`config.mk`:
```
export PLATFORM = sky130hd
export DESIGN_NAME = spi_reg_writer
export DESIGN_NICKNAME = d
export VERILOG_FILES = /design/src/rtl/spi_reg_writer.sv
export SDC_FILE = /design/constraint.sdc
export NUM_CORES = 1
export LEC_CHECK = 0
export ABC_CLOCK_PERIOD_IN_PS = 4300
export CAP_MARGIN = 20
export CORE_ASPECT_RATIO = 0.9
export CORE_MARGIN = 3
export CORE_UTILIZATION = 51
export CTS_BUF_LIST = sky130_fd_sc_hd__clkbuf_16
export DETAILED_ROUTE_END_ITERATION = 10
export PLACE_DENSITY = 0.81
export REMOVE_ABC_BUFFERS = 1
export SKIP_LAST_GASP = 1
export SYNTH_ARGS = -nofsm -noshare
export SYNTH_HDL_FRONTEND = slang
export SYNTH_SLANG_ARGS = --single-unit
```
`constraint.sdc`:
```
create_clock -name clk -period 4.3 [get_ports clk]
set_input_delay 0.86 -clock clk [delete_from_list [all_inputs] [get_ports clk]]
set_output_delay 0.86 -clock clk [all_outputs]
set_load 0.005 [all_outputs]
```
`src/rtl/spi_reg_writer.sv`:
```
// rtl/spi_reg_writer.sv - 3-wire write-only mode-0 SPI initiator for 16-bit register-write frames
//
// Takes one valid/ready register-write request and shifts it out MSB first
// as the frame {1'b1, addr[6:0], data[7:0]}.
// Frame sequence: LEAD (ncs low), 16 x (sclk high, sclk low), GAP (ncs high).
// Each of these phases lasts CLK_DIV clock cycles.
//
// Parameters:
//   CLK_DIV    clk cycles per SCLK half-period, 4..255
//
// Ports:
//   clk        system clock
//   rst_n      asynchronous active-low reset
//   req_valid  write request present
//   req_ready  idle and able to accept a request
//   req_addr   register address (7 bits)
//   req_data   register data (8 bits)
//   spi_sclk   serial clock, idles low
//   spi_copi   serial data, MSB first
//   spi_ncs    chip select, active low
//   busy       frame in progress
//   done       one-cycle pulse at end of frame
//   req_err    one-cycle pulse when a request is rejected
//
// Optional feature macro: SPI_WR_ADDR_CHECK_EN.
// When it is defined, requests with an address above 0x04 are consumed
// without sending a frame, and req_err pulses.
// When it is undefined, every address is sent and req_err is tied to 0.

module spi_reg_writer #(
  parameter int CLK_DIV = 4
) (
  input  logic       clk,
  input  logic       rst_n,
  input  logic       req_valid,
  output logic       req_ready,
  input  logic [6:0] req_addr,
  input  logic [7:0] req_data,
  output logic       spi_sclk,
  output logic       spi_copi,
  output logic       spi_ncs,
  output logic       busy,
  output logic       done,
  output logic       req_err
);

  typedef enum logic [1:0] {
    ST_IDLE,
    ST_LEAD,
    ST_SHIFT,
    ST_GAP
  } state_t;

  localparam logic [7:0] DIV_LAST = 8'(CLK_DIV - 1);

  state_t      r_state, w_state_nxt;
  logic [7:0]  r_div, w_div_nxt;
  logic [3:0]  r_bit, w_bit_nxt;
  logic [15:0] r_frame, w_frame_nxt;
  logic        r_sclk, w_sclk_nxt;
  logic        r_copi, w_copi_nxt;
  logic        r_ncs, w_ncs_nxt;
  logic        r_busy, w_busy_nxt;
  logic        r_done, w_done_nxt;
  logic        r_err, w_err_nxt;
  logic        r_ready, w_ready_nxt;

  logic w_phase_end;
  logic w_accept;
  logic w_addr_bad;

  assign w_phase_end = (r_div == DIV_LAST);
  assign w_accept    = req_valid && r_ready;

`ifdef SPI_WR_ADDR_CHECK_EN
  assign w_addr_bad = (req_addr > 7'h04);
`else
  assign w_addr_bad = 1'b0;
`endif

  always_ff @(posedge clk or negedge rst_n) begin
    if (!rst_n) begin
      r_state <= ST_IDLE;
      r_div   <= '0;
      r_bit   <= '0;
      r_frame <= '0;
      r_sclk  <= 1'b0;
      r_copi  <= 1'b0;
      r_ncs   <= 1'b1;
      r_busy  <= 1'b0;
      r_done  <= 1'b0;
      r_err   <= 1'b0;
      r_ready <= 1'b1;
    end else begin
      r_state <= w_state_nxt;
      r_div   <= w_div_nxt;
      r_bit   <= w_bit_nxt;
      r_frame <= w_frame_nxt;
      r_sclk  <= w_sclk_nxt;
      r_copi  <= w_copi_nxt;
      r_ncs   <= w_ncs_nxt;
      r_busy  <= w_busy_nxt;
      r_done  <= w_done_nxt;
      r_err   <= w_err_nxt;
      r_ready <= w_ready_nxt;
    end
  end

  // Next-state logic also computes the next value of every output.
  // All outputs then come straight from flops, so the SPI pins cannot glitch.
  always_comb begin
    w_state_nxt = r_state;
    w_div_nxt   = w_phase_end ? 8'd0 : r_div + 8'd1;
    w_bit_nxt   = r_bit;
    w_frame_nxt = r_frame;
    w_sclk_nxt  = r_sclk;
    w_copi_nxt  = r_copi;
    w_ncs_nxt   = r_ncs;
    w_busy_nxt  = r_busy;
    w_done_nxt  = 1'b0;
    w_err_nxt   = 1'b0;
    w_ready_nxt = r_ready;

    case (r_state)
      ST_IDLE: begin
        w_div_nxt   = 8'd0;
        w_ready_nxt = 1'b1;
        if (w_accept) begin
          w_ready_nxt = 1'b0;
          if (w_addr_bad) begin
            // Consume the request without sending anything.
            // req_ready drops for one cycle, as it would for a real accept.
            w_err_nxt = 1'b1;
          end else begin
            w_state_nxt = ST_LEAD;
            w_frame_nxt = {1'b1, req_addr, req_data};
            w_ncs_nxt   = 1'b0;
            w_sclk_nxt  = 1'b0;
            w_copi_nxt  = 1'b1;
            w_busy_nxt  = 1'b1;
          end
        end
      end

      ST_LEAD: begin
        if (w_phase_end) begin
          w_state_nxt = ST_SHIFT;
          w_sclk_nxt  = 1'b1;
          w_bit_nxt   = 4'd15;
        end
      end

      ST_SHIFT: begin
        if (w_phase_end) begin
          if (r_sclk) begin
            // Falling edge: present the next bit so it is settled a full
            // half-period before the receiver's rising-edge sample.
            w_sclk_nxt = 1'b0;
            if (r_bit != 4'd0) begin
              w_copi_nxt = r_frame[r_bit - 4'd1];
            end
          end else if (r_bit == 4'd0) begin
            w_state_nxt = ST_GAP;
            w_ncs_nxt   = 1'b1;
            w_copi_nxt  = 1'b0;
          end else begin
            w_bit_nxt  = r_bit - 4'd1;
            w_sclk_nxt = 1'b1;
          end
        end
      end

      ST_GAP: begin
        if (w_phase_end) begin
          w_state_nxt = ST_IDLE;
          w_done_nxt  = 1'b1;
          w_busy_nxt  = 1'b0;
          w_ready_nxt = 1'b1;
        end
      end

      default: begin
        w_state_nxt = ST_IDLE;
      end
    endcase
  end

  assign req_ready = r_ready;
  assign spi_sclk  = r_sclk;
  assign spi_copi  = r_copi;
  assign spi_ncs   = r_ncs;
  assign busy      = r_busy;
  assign done      = r_done;
  assign req_err   = r_err;

endmodule
```
==> results of run 1 <==
-- cell usage after synthesis (2+ instances only) --
cell / count
and3_1: 3
o21ai_1: 5
o22a_1: 2
nor3_2: 2
a21oi_1: 6
o21ai_0: 5
buf_4: 2
mux2_1: 2
inv_1: 7
xnor2_1: 3
nand2_1: 16
nor2_1: 4
mux2_2: 18
buf_2: 2
nand3_1: 6
buf_6: 2
dfrtp_1: 34
dfstp_2: 2
ha_1: 6
o22ai_1: 2
mux2i_1: 3
xor2_1: 5
a2111oi_0: 2
nor3_1: 6
a22oi_1: 2
nor2b_1: 4
-- sequential cells by signal (all words and copies together) (netlist names) --
| name | flops |
|---|---|
| busy | 1 |
| spi_copi | 1 |
| spi_ncs | 1 |
| r_frame | 16 |
| req_ready | 1 |
| done | 1 |
| r_state | 2 |
| r_div | 8 |
| spi_sclk | 1 |
| r_bit | 4 |
-- routing by layer --
metal  share of wire, %  GRT usage [%]  wire length, um  up-vias
met5                  0              0                0        -
met4                1.2           6.34               44        0
met3                3.2           4.50              118        5
met2                 51           30.0             1870       21
met1                 44           24.3             1630      684
li1                   -              -                -      661
-- worst max-delay path, cell delays in order, from the launching register on --
cell	delay (ns)
dfrtp_1	0.40
inv_1	0.12
ha_1	0.48
nand3_1	0.67
mux2_2	0.51
-- worst min-delay path by stage --
stage                      from     endpoint  slack [ns]  depth (start not counted)
floorplan           r_frame[15]  r_frame[15]        0.43                          1
global placement    r_frame[15]  r_frame[15]        0.45                          1
detailed placement  r_frame[15]  r_frame[15]        0.46                          1
CTS                    r_div[0]     r_div[0]        0.50                          1
global route        r_frame[15]  r_frame[15]        0.52                          1
finish                 r_div[0]     r_div[0]        0.50                          1
-- where the power goes --
part	total, mW	switching (mW)	internal (mW)
clock	0.341	0.131	0.210
combinational	0.0229	0.00879	0.0141
sequential	0.339	0	0.339
total	0.703	0.140	0.563
-- through the flow --
step	hold slack, ns	instance area, sq um
after floorplan	0.434	1880
after global placement	0.452	2180
after detailed placement	0.457	2180
after CTS	0.499	2320
after global routing	0.524	2320
final	0.498	2320
-- cell families (layout without fill, tap and decap cells) --
| kind of cell | count (synthesis) | in the layout | synth area share (%) |
|---|---|---|---|
| buffers and inverters | 16 | 40 | 4.94 |
| muxes | 23 | 23 | 13.1 |
| AOI/OAI and AO/OA | 33 | 33 | 12.0 |
| xor gates and xnor gates | 9 | 9 | 4.43 |
| adders and majority gates | 6 | 6 | 3.85 |
| DFF | 36 | 36 | 46.3 |
| other | 1 | 1 | 0.192 |
| and+or+nand+nor | 50 | 50 | 15.1 |
-- cell type report --
class / instances / area, sq um / share of cell area (%)
multi-input cells: 122 / 950 / 41.0
flip-flops and latches: 36 / 903 / 39.0
repair buffers: 24 / 238 / 10.3
clock buffers: 5 / 125 / 5.40
well taps: 44 / 55.1 / 2.38
inverters: 8 / 30.0 / 1.30
clock inverters: 3 / 15.0 / 0.648
==> summary.md, run 1 <==
| Metric | Value |
|---|---|
| Tightest Pin Transition | 0.755 ns |
| Power density over the cells | 303 mW/mm^2 |
| CTS tree | yes |
| Antenna-violating nets left | 0 |
| Reg-to-Reg Start | r_state[0] |
| Tot Pwr | 703 uW |
| Layout area overhead | 18.8% |
| Total Nets Final | 221 |
| Setup Buffers After CTS | 0 |
| RSZ-0062 raised after global routing | no |
| Ant. Diodes | 0 |
| Vias per std cell | 5.67 |
| Pre-CTS setup slack | 1.74 ns |
| Worst hold path type | flip-flop to flip-flop |
| H-tree levels | 2 |
| Peak Freq | 0.434 GHz |
| Worst-path maximum fanout | 16 |
| Final setup TNS | 0 ns |
| Vias in the first global route | 1444 |
| CP endpoint | r_frame[1] |
| Setup crit end kind | flip-flop |
| Clock Skew | 0.00591 ns |
| Layout filler cell count | 254 |
| Initial DRC count | 117 |
| Clock slew at reported path FFs | 0.05 ns |
| Total Routed Length | 3660 um |
| Die X | 71.2 um |
| First-pass GRT wire length | 6800 um |
| Crit Reg-Reg Endpoint | r_frame[1] |
| Final Critical Period | 2.30 ns |
| Kind of critical path | flip-flop to flip-flop |
| Io pins | 25 |
| Bufs on Longest Clock Path | 2 |
| Total number of vias | 1371 |
| # rows | 20 |
| Synth top area cells | dfrtp_1, mux2_2, ha_1 |
| Tot GR Track Use | 18.6% |
| Status | finished clean |
| Critical Path Source Type | flip-flop |
| Post-synthesis cell type count | 49 |
| Commonest cells after routing, fill and taps aside | dfrtp_1, clkdlybuf4s50_1, mux2_2 |
| Post-Syn Area | 0.00195 sq mm |
| Gpl congestion | 0.831 |
| Worst Setup SP | r_state[0] |
| Crit path DAT | 2.46 ns |
| Register area share after synthesis | 46.3% |
| Worst Reg-to-Reg Cells | 4 |
| Synth Flop Type | dfrtp_1 |
| Commonest non-fill, non-tap cell in the layout | dfrtp_1 |
| Starting Density | 55.2% |
| Core Util, Final | 65.6% |
| Die Area | 0.00460 sq mm |
| PortBufs | 23 |
| Core area | 0.00353 sq mm |
| CTS buffer count | 5 |
| 1st-pass router iterations | 5 |
| Area leader, netlist | dfrtp_1 |
| Mean Syn Cell Area | 11.2 sq um |
| Remaining DRCs | 0 |
| Final Cycle Share | 53.6% |
| Total congestion overflow | 0 |
| Req. time, crit path | 4.46 ns |
| Mapped Cells | 174 |
| Post-CTS sizing | 0 |
| Fraction of registers with async set/reset | 100% |
| CTS Hold Bufs | 0 |
| Max_cap viols | 0 |
| R2R Setup Slk | 2.00 ns |
| Slew margin rel. | 49.5% |
| Final setup violation count | 0 |
| Root buf cell | clkbuf_16 |
| Number of synthesized flops with an enable pin | 0 |
| Worst setup margin | 2.00 ns |
| Slew Viols, Final | 0 |
| Share of cells above drive strength 1 | 20.2% |
| Worst VDD drop | 0.214 mV |
| Sink Count | 36 |
| Non-filler instance count after layout | 242 |
| Final HPWL DP | 2640 um |
| Static Leakage | 1.05 nW |
| Wire per inst | 15.1 um |
| Top-area cell type share of the netlist area | 43.6% |
| Yosys warns | 0 |
| Clk_lat worst skew | 0.28 ns |
| DP Cell Count | 234 |
| Initial antenna violation count | 0 |
| Synth Register Bits | 36 |
| Chip Height | 64.7 um |
| Largest net degree at the start of global routing | 37 |
| Final Hold Viols | 0 |
No activity file was read; power rests on OpenSTA's default activity.
==> run 2: changes to the inputs <==
--- a/config.mk
+++ b/config.mk
@@ -5,14 +5,14 @@
 export SDC_FILE = /design/constraint.sdc
 export NUM_CORES = 1
 export LEC_CHECK = 0
-export ABC_CLOCK_PERIOD_IN_PS = 4300
+export ABC_CLOCK_PERIOD_IN_PS = 2100
 export CAP_MARGIN = 20
 export CORE_ASPECT_RATIO = 0.9
 export CORE_MARGIN = 3
-export CORE_UTILIZATION = 51
+export CORE_UTILIZATION = 49
 export CTS_BUF_LIST = sky130_fd_sc_hd__clkbuf_16
 export DETAILED_ROUTE_END_ITERATION = 10
-export PLACE_DENSITY = 0.81
+export PLACE_DENSITY = 0.82
 export REMOVE_ABC_BUFFERS = 1
 export SKIP_LAST_GASP = 1
 export SYNTH_ARGS = -nofsm -noshare
==> constraint.sdc (replaced) <==
create_clock -name clk -period 2.1 [get_ports clk]
set_input_delay 0.42 -clock clk [delete_from_list [all_inputs] [get_ports clk]]
set_output_delay 0.42 -clock clk [all_outputs]
set_load 0.005 [all_outputs]
==> run 2 against run 1 <==
Against the previous run:
- first-iteration DRC count increased by 2.6%
- worst hold slack worse by 0.012 ns
- fmax increased by 22%
- flip-flop and latch count unchanged
- via count down 1.3%
- utilization decreased by 3.1 points
- worst setup slack got worse by 1.8 ns
- power up 100%
- combinational power is 110% higher
- count of clock-buffer cells in the layout unchanged
- sequential share of layout area down 0.80 points
- die area rose by 3.7%
- critical path type unchanged
- largest power group is now sequential cells
==> summary.md, run 2 (synthesis results as in run 1) <==
| Metric | Value |
|---|---|
| Layout area overhead | 21.3% (was 18.8%) |
| Gpl congestion | 0.785 (was 0.831) |
| Worst hold path type | flip-flop to flip-flop (unchanged) |
| R2R Setup Slk | 0.21 ns (was 2.00 ns) |
| Commonest non-fill, non-tap cell in the layout | dfrtp_1 (unchanged) |
| Starting Density | 51.5% (was 55.2%) |
| Max stage delay cell, worst path | ha_2 (was nand3_1) |
| Sink Count | 36 (unchanged) |
| CTS Hold Bufs | 0 (unchanged) |
| Total congestion overflow | 0 (unchanged) |
| Kind of critical path | flip-flop to flip-flop (unchanged) |
| Tot GR Track Use | 17.4% (was 18.6%) |
| 1st-pass router iterations | 4 (was 5) |
| Vias per std cell | 5.41 (was 5.67) |
| Final HPWL DP | 2630 um (was 2640 um) |
| Power density over the cells | 605 mW/mm^2 (was 303 mW/mm^2) |
| Clk_lat worst skew | 0.27 ns (was 0.28 ns) |
| PortBufs | 23 (unchanged) |
| Crit path DAT | 2.06 ns (was 2.46 ns) |
| Total Routed Length | 3580 um (was 3660 um) |
| CTS tree | yes (unchanged) |
| RSZ-0062 raised after global routing | no (unchanged) |
| Die Area | 0.00477 sq mm (was 0.00460 sq mm) |
| Worst path top cell family by delay | compound AO/OA/AOI/OAI gates (was simple AND/OR/NAND/NOR gates) |
| Max incr delay on CP | 0.47 ns (was 0.67 ns) |
| Core area | 0.00378 sq mm (was 0.00353 sq mm) |
| Antenna-violating nets left | 0 (unchanged) |
| Largest net degree at the start of global routing | 37 (unchanged) |
| Critical Path Source Type | flip-flop (unchanged) |
| Remaining DRCs | 0 (unchanged) |
| First-pass GRT wire length | 6460 um (was 6800 um) |
| Reg-to-Reg Start | r_bit[1] (was r_state[0]) |
| Static Leakage | 1.08 nW (was 1.05 nW) |
| Final setup violation count | 0 (unchanged) |
| Initial antenna violation count | 0 (unchanged) |
| CP endpoint | spi_copi (was r_frame[1]) |
| Max_cap viols | 0 (unchanged) |
| Crit Reg-Reg Endpoint | spi_copi (was r_frame[1]) |
| Worst VDD drop | 0.372 mV (was 0.214 mV) |
| Total Nets Final | 227 (was 221) |
| Final setup TNS | 0 ns (unchanged) |
| H-tree levels | 2 (unchanged) |
| Reg with most FFs | r_frame (unchanged) |
| Chip Height | 65.8 um (was 64.7 um) |
| Worst Reg-to-Reg Cells | 6 (was 4) |
| CTS buffer count | 5 (unchanged) |
| Final Critical Period | 1.89 ns (was 2.30 ns) |
| Top flop regs | r_frame x16, r_div x8, r_bit x4 (unchanged) |
| Die X | 72.5 um (was 71.2 um) |
| Slew Viols, Final | 0 (unchanged) |
| Status | finished clean (unchanged) |
| Final instance area | 0.00236 sq mm (was 0.00232 sq mm) |
| Placed Area | 0.00222 sq mm (was 0.00218 sq mm) |
| Peak Freq | 0.528 GHz (was 0.434 GHz) |
| Share of cells above drive strength 1 | 23.5% (was 20.2%) |
| Worst-path maximum fanout | 11 (was 16) |
| Setup crit end kind | flip-flop (unchanged) |
| Worst setup margin | 0.207 ns (was 2.00 ns) |
| Bufs on Longest Clock Path | 2 (unchanged) |
| Layout filler cell count | 295 (was 254) |
| CP bufs+invs | 1 (unchanged) |
| Vias in the first global route | 1415 (was 1444) |
| Clock Skew | 0.00516 ns (was 0.00591 ns) |
| Largest register FFs | 16 (unchanged) |
| Final Cycle Share | 90.2% (was 53.6%) |
| Initial DRC count | 120 (was 117) |
| Worst Setup SP | r_bit[1] (was r_state[0]) |
| Number of cells on the critical path | 6 (was 4) |
| Clock slew at reported path FFs | 0.05 ns (about the same) |
| Pre-CTS setup slack | 0.127 ns (was 1.74 ns) |
| Root buf cell | clkbuf_16 (unchanged) |
| CP cell instances | inv_1 > ha_2 > mux2_2 > o22ai_1 > o41ai_2 > o22a_1 (was inv_1 > ha_1 > nand3_1 > mux2_2) |
| Commonest cells after routing, fill and taps aside | dfrtp_1, clkdlybuf4s50_1, mux2_2 (unchanged) |
| Req. time, crit path | 2.26 ns (was 4.46 ns) |
| Tot Pwr | 1.43 mW (was 703 uW) |
| Post-CTS sizing | 0 (unchanged) |
| Wire per inst | 14.3 um (was 15.1 um) |
| Setup Buffers After CTS | 0 (unchanged) |
| Total number of vias | 1353 (was 1371) |
| Io pins | 25 (unchanged) |
| Final Hold Viols | 0 (unchanged) |
| # rows | 21 (was 20) |
| Ant. Diodes | 0 (unchanged) |
run 2: worst min-delay path by stage:
| stage | from | slack (ns) | to | cells past startpoint |
|---|---|---|---|---|
| 2_1_floorplan | rst_n | 0.12 | busy | 0 |
| 3_3_place_gp | r_frame[15] | 0.45 | r_frame[15] | 1 |
| 3_5_place_dp | r_frame[15] | 0.47 | r_frame[15] | 1 |
| 4_1_cts | r_frame[15] | 0.49 | r_frame[15] | 1 |
| 5_1_grt | r_div[0] | 0.50 | r_div[0] | 1 |
| 6_report | r_frame[15] | 0.49 | r_frame[15] | 1 |
run 2: worst reg2reg max path: stages (launching register included):
cell     delay [ns]
dfrtp_1        0.40
inv_1          0.08
ha_2           0.47
mux2_2         0.36
o22ai_1        0.19
o41ai_2        0.09
o22a_1         0.19
run 2: cell type report:
| class | count | area, sq um | area share, % |
|---|---|---|---|
| Clock inverter | 3 | 13.8 | 0.582 |
| Sequential cell | 36 | 903 | 38.2 |
| Multi-Input combinational cell | 122 | 952 | 40.3 |
| Clock buffer | 5 | 125 | 5.29 |
| Inverter | 8 | 30.0 | 1.27 |
| Timing Repair Buffer | 30 | 283 | 12.0 |
| Tap cell | 46 | 57.6 | 2.43 |
run 2: layer usage:
| layer | vias to the layer above | global-route usage, % | wire, um |
|---|---|---|---|
| met5 | - | 0 | 0 |
| met1 | 641 | 22.3 | 1640 |
| li1 | 679 | - | - |
| met4 | 0 | 6.68 | 54 |
| met2 | 26 | 28.5 | 1740 |
| met3 | 7 | 4.26 | 140 |
run 2: through the flow:
step	instances	util [%]	hold slack (ns)
2_1_floorplan	166	-	0.124
3_3_place_gp	242	58.8	0.454
3_5_place_dp	242	58.8	0.473
4_1_cts	250	62.4	0.486
5_1_grt	250	62.5	0.501
6_report	250	62.5	0.486
run 2: where the power goes:
| part | internal, mW | leakage [nW] | switching [mW] |
|---|---|---|---|
| Combinational | 0.0288 | 0.538 | 0.0185 |
| Sequential | 0.695 | 0.471 | 0 |
| Clock | 0.430 | 0.0710 | 0.259 |
| Total | 1.15 | 1.08 | 0.277 |
